## config.mk

```make
export PLATFORM = sky130hd
export DESIGN_NAME = hex_display_scanner
export DESIGN_NICKNAME = d
export VERILOG_FILES = /design/src/rtl/hex_display_pkg.sv /design/src/rtl/hex_seg_decode.sv /design/src/rtl/hex_display_scanner.sv
export SDC_FILE = /design/constraint.sdc
export NUM_CORES = 1
export LEC_CHECK = 0
export ABC_CLOCK_PERIOD_IN_PS = 2800
export BUFFER_PORTS_ARGS = -buffer_cell sky130_fd_sc_hd__buf_2
export CORE_AREA = 2 2 97 61
export DETAILED_ROUTE_END_ITERATION = 6
export DIE_AREA = 0 0 99 63
export PLACE_DENSITY = 0.79
export SYNTH_ARGS = -nofsm -noshare
export SYNTH_HDL_FRONTEND = slang
export SYNTH_HIERARCHICAL = 1
export SYNTH_SLANG_ARGS = --single-unit
```

## constraint.sdc

```tcl
create_clock -name clk -period 2.8 [get_ports clk]
set_clock_uncertainty 0.15 [all_clocks]
set_input_delay 0.28 -clock clk [delete_from_list [all_inputs] [get_ports clk]]
set_output_delay 0.28 -clock clk [all_outputs]
set_load 0.01 [all_outputs]
```

## src/rtl/hex_display_pkg.sv

```systemverilog
// Shared constants for the multiplexed hex display: the active-low segment
// table (bit 0 = segment a) and the all-off pattern.
package hex_display_pkg;

  localparam logic [0:6] SEG_BLANK = 7'b1111111;

  localparam logic [0:6] SEG_TABLE [16] = '{
    7'b0000001, 7'b1001111, 7'b0010010, 7'b0000110,
    7'b1001100, 7'b0100100, 7'b0100000, 7'b0001111,
    7'b0000000, 7'b0000100, 7'b0001000, 7'b1100000,
    7'b0110001, 7'b1000010, 7'b0110000, 7'b0111000
  };

endpackage

```

## src/rtl/hex_seg_decode.sv

```systemverilog
// Combinational nibble to active-low seven-segment pattern (index 0 = a).
module hex_seg_decode
  import hex_display_pkg::*;
(
  input  logic [3:0] i_nibble,
  output logic [0:6] o_seg
);

  assign o_seg = SEG_TABLE[i_nibble];

endmodule

```

## src/rtl/hex_display_scanner.sv

```systemverilog
// Time-multiplexed hex display driver with leading-zero blanking and blink.
// One digit is shown per scan tick; segment and anode outputs are registered.
module hex_display_scanner
  import hex_display_pkg::*;
#(
  parameter int NUM_DIGITS = 4,
  parameter int SCAN_DIV   = 50000,
  parameter int BLINK_DIV  = 64
) (
  input  logic                    clk,
  input  logic                    resetn,
  input  logic                    load,
  input  logic [4*NUM_DIGITS-1:0] value,
  input  logic                    blank_lz,
  input  logic                    blink_en,
  output logic [0:6]              leds,
  output logic [NUM_DIGITS-1:0]   digit_sel
);

  localparam int CNT_W = $clog2(SCAN_DIV);
  localparam int BLK_W = (BLINK_DIV > 1) ? $clog2(BLINK_DIV) : 1;
  localparam int IDX_W = (NUM_DIGITS > 1) ? $clog2(NUM_DIGITS) : 1;

  logic [CNT_W-1:0]        r_tick_cnt;
  logic [BLK_W-1:0]        r_blink_cnt;
  logic                    r_blink_phase;
  logic [IDX_W-1:0]        r_idx;
  logic [4*NUM_DIGITS-1:0] r_value;
  logic [0:6]              r_leds;
  logic [NUM_DIGITS-1:0]   r_digit_sel;

  logic                    w_tick;
  logic [3:0]              w_nib [NUM_DIGITS];
  logic [NUM_DIGITS-1:0]   w_nz;
  logic [NUM_DIGITS-1:0]   w_lz_mask;
  logic [0:6]              w_seg;
  logic                    w_blank;

  assign w_tick = (r_tick_cnt == CNT_W'(SCAN_DIV - 1));

  // w_nz[k] is set when any nibble at position k or above is non-zero;
  // digit 0 always stays visible so a zero value still shows "0".
  for (genvar k = 0; k < NUM_DIGITS; k++) begin : g_nib
    assign w_nib[k] = r_value[4*k +: 4];
    if (k == NUM_DIGITS - 1) begin : g_top
      assign w_nz[k] = |w_nib[k];
    end else begin : g_rest
      assign w_nz[k] = w_nz[k+1] | (|w_nib[k]);
    end
    if (k == 0) begin : g_lsd
      assign w_lz_mask[k] = 1'b0;
    end else begin : g_upper
      assign w_lz_mask[k] = ~w_nz[k];
    end
  end

  hex_seg_decode u_decode (
    .i_nibble (w_nib[r_idx]),
    .o_seg    (w_seg)
  );

  assign w_blank = (blink_en & r_blink_phase) | (blank_lz & w_lz_mask[r_idx]);

  // NOTE: every register here uses non-blocking assignment so all state
  // updates on an edge see the pre-edge values, regardless of statement order.
  always_ff @(posedge clk or negedge resetn) begin
    if (!resetn) begin
      r_tick_cnt    <= '0;
      r_blink_cnt   <= '0;
      r_blink_phase <= 1'b0;
      r_idx         <= '0;
      r_value       <= '0;
      r_leds        <= SEG_BLANK;
      r_digit_sel   <= '1;
    end else begin
      r_tick_cnt <= w_tick ? '0 : r_tick_cnt + CNT_W'(1);

      if (w_tick) begin
        r_idx <= (r_idx == IDX_W'(NUM_DIGITS - 1)) ? '0 : r_idx + IDX_W'(1);
        if (r_blink_cnt == BLK_W'(BLINK_DIV - 1)) begin
          r_blink_cnt   <= '0;
          r_blink_phase <= ~r_blink_phase;
        end else begin
          r_blink_cnt <= r_blink_cnt + BLK_W'(1);
        end
      end

      if (load) begin
        r_value <= value;
      end

      // Outputs follow the pre-edge index/value, one cycle behind them.
      r_leds      <= w_blank ? SEG_BLANK : w_seg;
      r_digit_sel <= w_blank ? '1 : ~(NUM_DIGITS'(1) << r_idx);
    end
  end

  assign leds      = r_leds;
  assign digit_sel = r_digit_sel;

endmodule

```

==> results of run 1 <==
## registers in the layout (all words and copies together), names as in the netlist
register,cells
leds,7
r_tick_cnt,16
r_blink_cnt,6
r_idx,2
r_blink_phase,1
r_value,16
digit_sel,4
## metal layers
| layer | track usage | up-vias |
|---|---|---|
| li1 | - | 826 |
| met1 | 0.2644 | 847 |
| met2 | 0.2213 | 37 |
| met3 | 0.03915 | 2 |
| met4 | 0.03082 | 0 |
| met5 | 0 | - |
## Yosys cell counts, drive strengths merged
master / number / area share
mux4: 5 / 0.043
a32o: 1 / 0.0039
a21oi: 2 / 0.0039
o31a: 1 / 0.0034
a311oi: 1 / 0.0034
nor2b: 2 / 0.0058
mux2i: 4 / 0.015
and3: 3 / 0.0072
ha: 13 / 0.063
nand3: 6 / 0.012
nand2: 19 / 0.027
dfrtp: 41 / 0.40
and2: 1 / 0.0029
nor4b: 1 / 0.0092
o41ai: 1 / 0.0034
and4bb: 2 / 0.0096
nor3: 4 / 0.0077
nand4: 5 / 0.017
a22o: 3 / 0.010
nand2b: 7 / 0.017
or3b: 1 / 0.0034
mux2: 16 / 0.069
dfstp: 11 / 0.11
o21ai: 7 / 0.013
and4: 1 / 0.0034
xor2: 4 / 0.013
inv: 8 / 0.012
o31ai: 2 / 0.0058
buf: 6 / 0.015
xnor2: 12 / 0.041
nor2: 17 / 0.026
clkbuf: 3 / 0.0043
a21o: 1 / 0.0034
nor4: 5 / 0.012
a31oi: 2 / 0.0048
or3: 1 / 0.0024
## worst reg2reg max path, stage by stage, from the launching register on
cell	delay [ns]
dfrtp_1	0.59
mux4_2	0.63
inv_1	0.17
ha_1	0.23
nor2b_2	0.06
or3b_1	0.36
o21ai_1	0.07
nand2b_1	0.11
## stage by stage
stage	hold WS [ns]	std cells
final	-0.02102	319
after global routing	0.03165	319
after CTS	0.02185	319
after detailed placement	0.3178	311
after global placement	0.3113	311
after floorplan	-0.1656	219
## path summary, 6_finish.rpt
path	to	slack [ns]	depth (start not counted)
setup reg to reg	leds[0]	0.37	7
min in group clk	r_value[4]	0.05	3
setup / recovery	leds[0]	0.37	7
max in group asynchronous	digit_sel[2]	1.74	2
hold reg to reg	r_blink_phase	0.33	1
hold / removal	r_tick_cnt[6]	-0.02	1
## logic make-up (layout without fill, tap and decap cells)
logic type,count (synthesis),after routing,share of synthesized area
adders and majority gates,13,13,0.06268
xor gates and xnor gates,16,16,0.05400
DFF,52,52,0.5067
AOI/OAI and AO/OA,21,21,0.05545
and+or+nand+nor,75,75,0.1620
muxes,25,25,0.1283
buffers and inverters,17,48,0.03086
## area by class of cell
class / count / area [um2]
multi-input combinational: 150 / 1200
timing repair buffer: 32 / 162.7
fill: 466 / 2477
clock inverter: 3 / 46.29
inverter: 8 / 30.03
sequential: 52 / 1315
tap: 69 / 86.33
clock buffer: 5 / 68.82
## power by group
part	switching, mW	total [mW]	internal, mW
clock	0.263	0.533	0.270
sequential	0.0227	0.826	0.803
combinational	0.0878	0.177	0.0891
total	0.374	1.54	1.16
==> summary.md, run 1 <==
| Metric | Value |
|---|---|
| Via count | 1712 |
| Relative slew margins | 0.3376 |
| Mean Syn Cell Area | approximately 12 um2 |
| Most frequent cells in the layout | dfrtp_1, buf_2, nand2_1 |
| Setup_tns | 0 ns |
| FF-to-FF Start | r_idx[0] |
| H-tree depth | 2 |
| Final setup viols | 0 |
| Crit-path max FO | 10 |
| Required time worst endpoint | just under 3 ns |
| Critical path's slowest cell | mux4_2 |
| Commonest non-fill, non-tap cell in the layout | dfrtp_1 |
| PortBufs | 31 |
| Post-route DRC violation count | 0 |
| Via-per-instance ratio | roughly 5.4 |
| Tightest Hold Check Type | in -> async |
| Total chip power | 1.536 mW |
| Hold Vio Cnt, Final | 38 |
| Worst Max-Slew Pin Slew | 0.9937 ns |
| Crit. End Element | flip-flop |
| Postcts setup bufs | 0 |
| Post-route ant nets | 0 |
| Run status | finished, violations left |
| Initial antenna violation count | 0 |
| Failing checks | negative hold slack |
| Die width | approximately 99 um |
| Max_cap viols | 0 |
| First-pass GRT wire length | 8142 um |
| Crit-path max cell delay | 0.62 ns |
| Final instance area | approximately 2900 um2 |
| Worst Hold Margin | -0.02102 ns |
| Synth unique cells | 42 |
| TritonCTS Buffers | 5 |
| Die area | a little over 6000 um2 |
| Pins Over Slew Limit | 0 |
| Pwr Density | about 530 nW/um2 |
| CTS Sinks | 52 |
| Post-synthesis sequential area ratio | 0.5068 |
| Final Net Count | between 200 and 300 |
| Post-CTS sizing | 0 |
| Row count | 21 |
| Mapped Cells | ~220 |
| Yosys warns | 6 |
| Met3 WL | 189 um |
| Worst setup SP type | flip-flop |
| Critical path class | reg -> reg |
| Initial drt markers | 90 |
| Final WS setup | approximately 0.37 ns |
| Placement Cell Area | ~2800 um2 |
| CTS tree | done |
| Initial Utilization | 0.4818 |
| Crit path DAT | around 2.5 ns |
| Overflow after GRT | 0 |
| Wire per inst | around 15 um |
| Worst skew pair latency | approximately 0.30 ns |
| Largest net degree at the start of global routing | 46 |
| Delay-heaviest family, CP | multiplexers |
| Min cycle time layout | approximately 2.4 ns |
| Global Route Usage Sum | 0.1633 |
| Number of synthesized register bits | between 50 and 60 |
| Tcrit/Tclk final | 0.8661 |
| DRT Pass-1 Iters | 4 |
| Largest buffer count on any clock path | 2 |
| P&R area growth vs syn | 12.10% |
| Syn_nets | about 250 |
| Routability Congestion | between 0.8 and 0.9 |
| Mapped cell area | 2595 um2 |
| Uppermost layer routed | met4 |
| Buf/Inv on CP | 1 |
| Final Util | 0.5401 |
| Hold_buf cts | 0 |
| Worst-path cell chain | mux4_2 -> inv_1 -> ha_1 -> nor2b_2 -> or3b_1 -> o21ai_1 -> nand2b_1 |
| Detail Placement HPWL | roughly 3400 um |
| Routed met2 length | between 1500 and 2000 um |
| CTS root buffer | clkbuf_8 |
| Number of global-route vias before repair | around 1700 |
| I/O pins | 32 |
| Crit path from | r_idx[0] |
| Layout cells sized above 1 | 0.3240 |
| RSZ-0062 raised after global routing | no |
| Setup WS pre-CTS | about 0.39 ns |
| Maximum clock rate | between 0.4 and 0.5 GHz |
| Maximum vdd drop | 195.4 uV |
| Ant diodes | 0 |
| Die H | roughly 63 um |
| Clk pin slew, worst setup/hold paths | around 0.1 ns |
| P_leak | around 1.3 nW |
| Placeable Area | roughly 5400 um2 |
| Wl on met1 | between 2000 and 3000 um |
| Final WL | around 4700 um |
Power figures use the tool's default switching activity.
==> run 2: changes to the inputs <==
Settings changed: BUFFER_PORTS_ARGS -buffer_cell sky130_fd_sc_hd__buf_2 to -buffer_cell sky130_fd_sc_hd__clkbuf_2, GPL_TIMING_DRIVEN set to 0, RECOVER_POWER set to 25.
==> summary.md, run 2 (synthesis results as in run 1) <==
| Metric | Value |
|---|---|
| DRT Pass-1 Iters | 4 (unchanged) |
| Worst setup SP type | flip-flop |
| Die H | 63 um (unchanged) |
| Tcrit/Tclk final | 0.8908 (+0.02471) |
| Hold Vio Cnt, Final | 0 (-100%) |
| Largest buffer count on any clock path | 2 (unchanged) |
| Min cycle time layout | 2.494 ns (+0.06919 ns) |
| Required time worst endpoint | 2.90 ns (about the same) |
| Buf/Inv on CP | 2 (+1) |
| Placeable Area | 5386 um2 (unchanged) |
| Relative slew margins | 0.3963 (+0.05875) |
| Crit. End Element | flip-flop |
| Pwr Density | 497.6 nW/um2 (-5.8%) |
| Via count | 1764 (+3.0%) |
| Largest net degree at the start of global routing | 53 (+15%) |
| P&R area growth vs syn | 13.31% |
| Detail Placement HPWL | 3452 um (about the same) |
| CTS Sinks | 52 (unchanged) |
| Crit path DAT | 2.60 ns (+0.08 ns) |
| Crit-path max cell delay | 0.60 ns (-0.02 ns) |
| I/O pins | 32 (unchanged) |
| Delay-heaviest family, CP | multiplexers |
| Pins Over Slew Limit | 0 (unchanged) |
| Row count | 21 (unchanged) |
| Worst skew pair latency | 0.31 ns (about the same) |
| Final setup viols | 0 (unchanged) |
| Run status | complete, no violations |
| Tightest Hold Check Type | in -> reg |
| Placed cell count | 318 (+2.3%) |
| Critical path's slowest cell | mux4_2 |
| Worst Max-Slew Pin Slew | 0.9055 ns (-0.08812 ns) |
| Critical path class | reg -> reg |
| CTS root buffer | clkbuf_8 |
| Final Net Count | 292 (+3.2%) |
| Max_cap viols | 0 (unchanged) |
| Post-route DRC violation count | 0 (unchanged) |
| Maximum vdd drop | 192.9 uV (-1.3%) |
| Worst Hold Margin | 0.03261 ns (+0.05364 ns) |
| Most Crowded Layer GR | met1 |
| H-tree depth | 2 (unchanged) |
| Ant diodes | 0 (unchanged) |
| Overflow after GRT | 0 (unchanged) |
| Initial antenna violation count | 0 (unchanged) |
| M1 GR Usage | 0.2616 (-0.002757) |
| Via-per-instance ratio | 5.378 (+0.21%) |
| Final Util | 0.5459 (+0.005807) |
| CTS tree | done |
| Register Area | 1315 um2 (unchanged) |
| P_leak | 1.364 nW (+2.3%) |
| TritonCTS Buffers | 5 (unchanged) |
| Initial Utilization | 0.4818 (unchanged) |
| Routability Congestion | 0.7813 (-4.5%) |
| Clk pin slew, worst setup/hold paths | 0.10 ns (about the same) |
| Global Route Usage Sum | 0.1677 (+0.004455) |
| Layout cells sized above 1 | 0.3243 (+0.0003243) |
| Fill count | 462 (-0.86%) |
| Wire per inst | 14.30 um (-3.2%) |
| Final WL | 4690 um (-0.47%) |
| M2 GR Usage | 0.2238 (+0.002534) |
| Die area | 6237 um2 (unchanged) |
| Die width | 99 um (unchanged) |
| First-pass GRT wire length | 8238 um (+1.2%) |
| Most frequent cells in the layout | dfrtp_1, clkbuf_2, nand2_1 |
| Crit-path max FO | 8 (-2) |
| Total chip power | 1.463 mW (-4.7%) |
| Setup_tns | 0 ns (unchanged) |
| Multi-input gate area | 1200 um2 (unchanged) |
| Number of global-route vias before repair | 1700 (+2.5%) |
| Commonest non-fill, non-tap cell in the layout | dfrtp_1 |
| Initial drt markers | 114 (+27%) |
| Non-filler instance count after layout | 328 (+2.8%) |
| Worst-path cell chain | buf_2 -> mux4_2 -> inv_1 -> ha_1 -> nor2b_2 -> or3b_1 -> o21ai_1 -> nand2b_1 |
| Met3 Resource Use GR | 0.04027 (+0.001119) |
| Post-route ant nets | 0 (unchanged) |
| Postcts setup bufs | 0 (unchanged) |
| Maximum clock rate | 0.4009 GHz (-2.8%) |
| RSZ-0062 raised after global routing | no |
| PortBufs | 30 (-3.2%) |
==> run 2: per-layer routing <==
metal	part of all wire	vias to the layer above	wire [um]
li1	-	841	-
met1	0.51	865	2374
met2	0.42	53	1953
met3	0.064	5	300
met4	0.013	0	61
met5	0	-	0
==> run 2: final cells by class <==
| type | instances | share of cell area |
|---|---|---|
| clock inverter | 2 | 0.004681 |
| tap | 69 | 0.02936 |
| buffer | 9 | 0.01660 |
| sequential | 52 | 0.4472 |
| timing repair buffer | 32 | 0.05574 |
| inverter | 8 | 0.01021 |
| multi-input combinational | 150 | 0.4081 |
| clock buffer | 6 | 0.02809 |
==> run 2: worst reg2reg max path, delay by kind of cell, from the launching register on <==
| kind | cells | cell delay, ns |
|---|---|---|
| muxes | 1 | 0.60 |
| AOI/OAI and AO/OA | 1 | 0.07 |
| and+or+nand+nor | 3 | 0.57 |
| buffers and inverters | 2 | 0.41 |
| DFF | 1 | 0.39 |
| adders and majority gates | 1 | 0.24 |
==> run 2: final timing paths <==
path	from	end	slack, ns	cells after the start
max reg2reg	r_idx[0]	leds[0]	0.31	8
min reg2reg	r_tick_cnt[0]	r_tick_cnt[0]	0.35	1
min	value[4]	r_value[4]	0.03	3
max in group asynchronous	resetn	r_tick_cnt[7]	0.77	3
max	r_idx[0]	leds[0]	0.31	8
min in group asynchronous	resetn	r_tick_cnt[5]	0.38	2
==> run 2: timing repair <==
| action | in CTS | in global routing |
|---|---|---|
| endpoints found under the hold margin | 0 | 6 |
| resized for setup | 0 | 0 |
| hold buffers | 0 | 1 |
==> run 2: power by group <==
part | total (mW) | switching, mW | internal (mW)
combinational | 0.183 | 0.0903 | 0.0928
sequential | 0.824 | 0.0212 | 0.803
clock | 0.455 | 0.253 | 0.203
==> run 2: stage by stage <==
| step | worst slack, ns | area (um2) |
|---|---|---|
| 2_1_floorplan | 0.5487 | 2595 |
| 3_3_place_gp | 0.3649 | 2831 |
| 3_5_place_dp | 0.3317 | 2831 |
| 4_1_cts | 0.3076 | 2928 |
| 5_1_grt | 0.1745 | 2940 |
| 6_report | 0.3056 | 2940 |
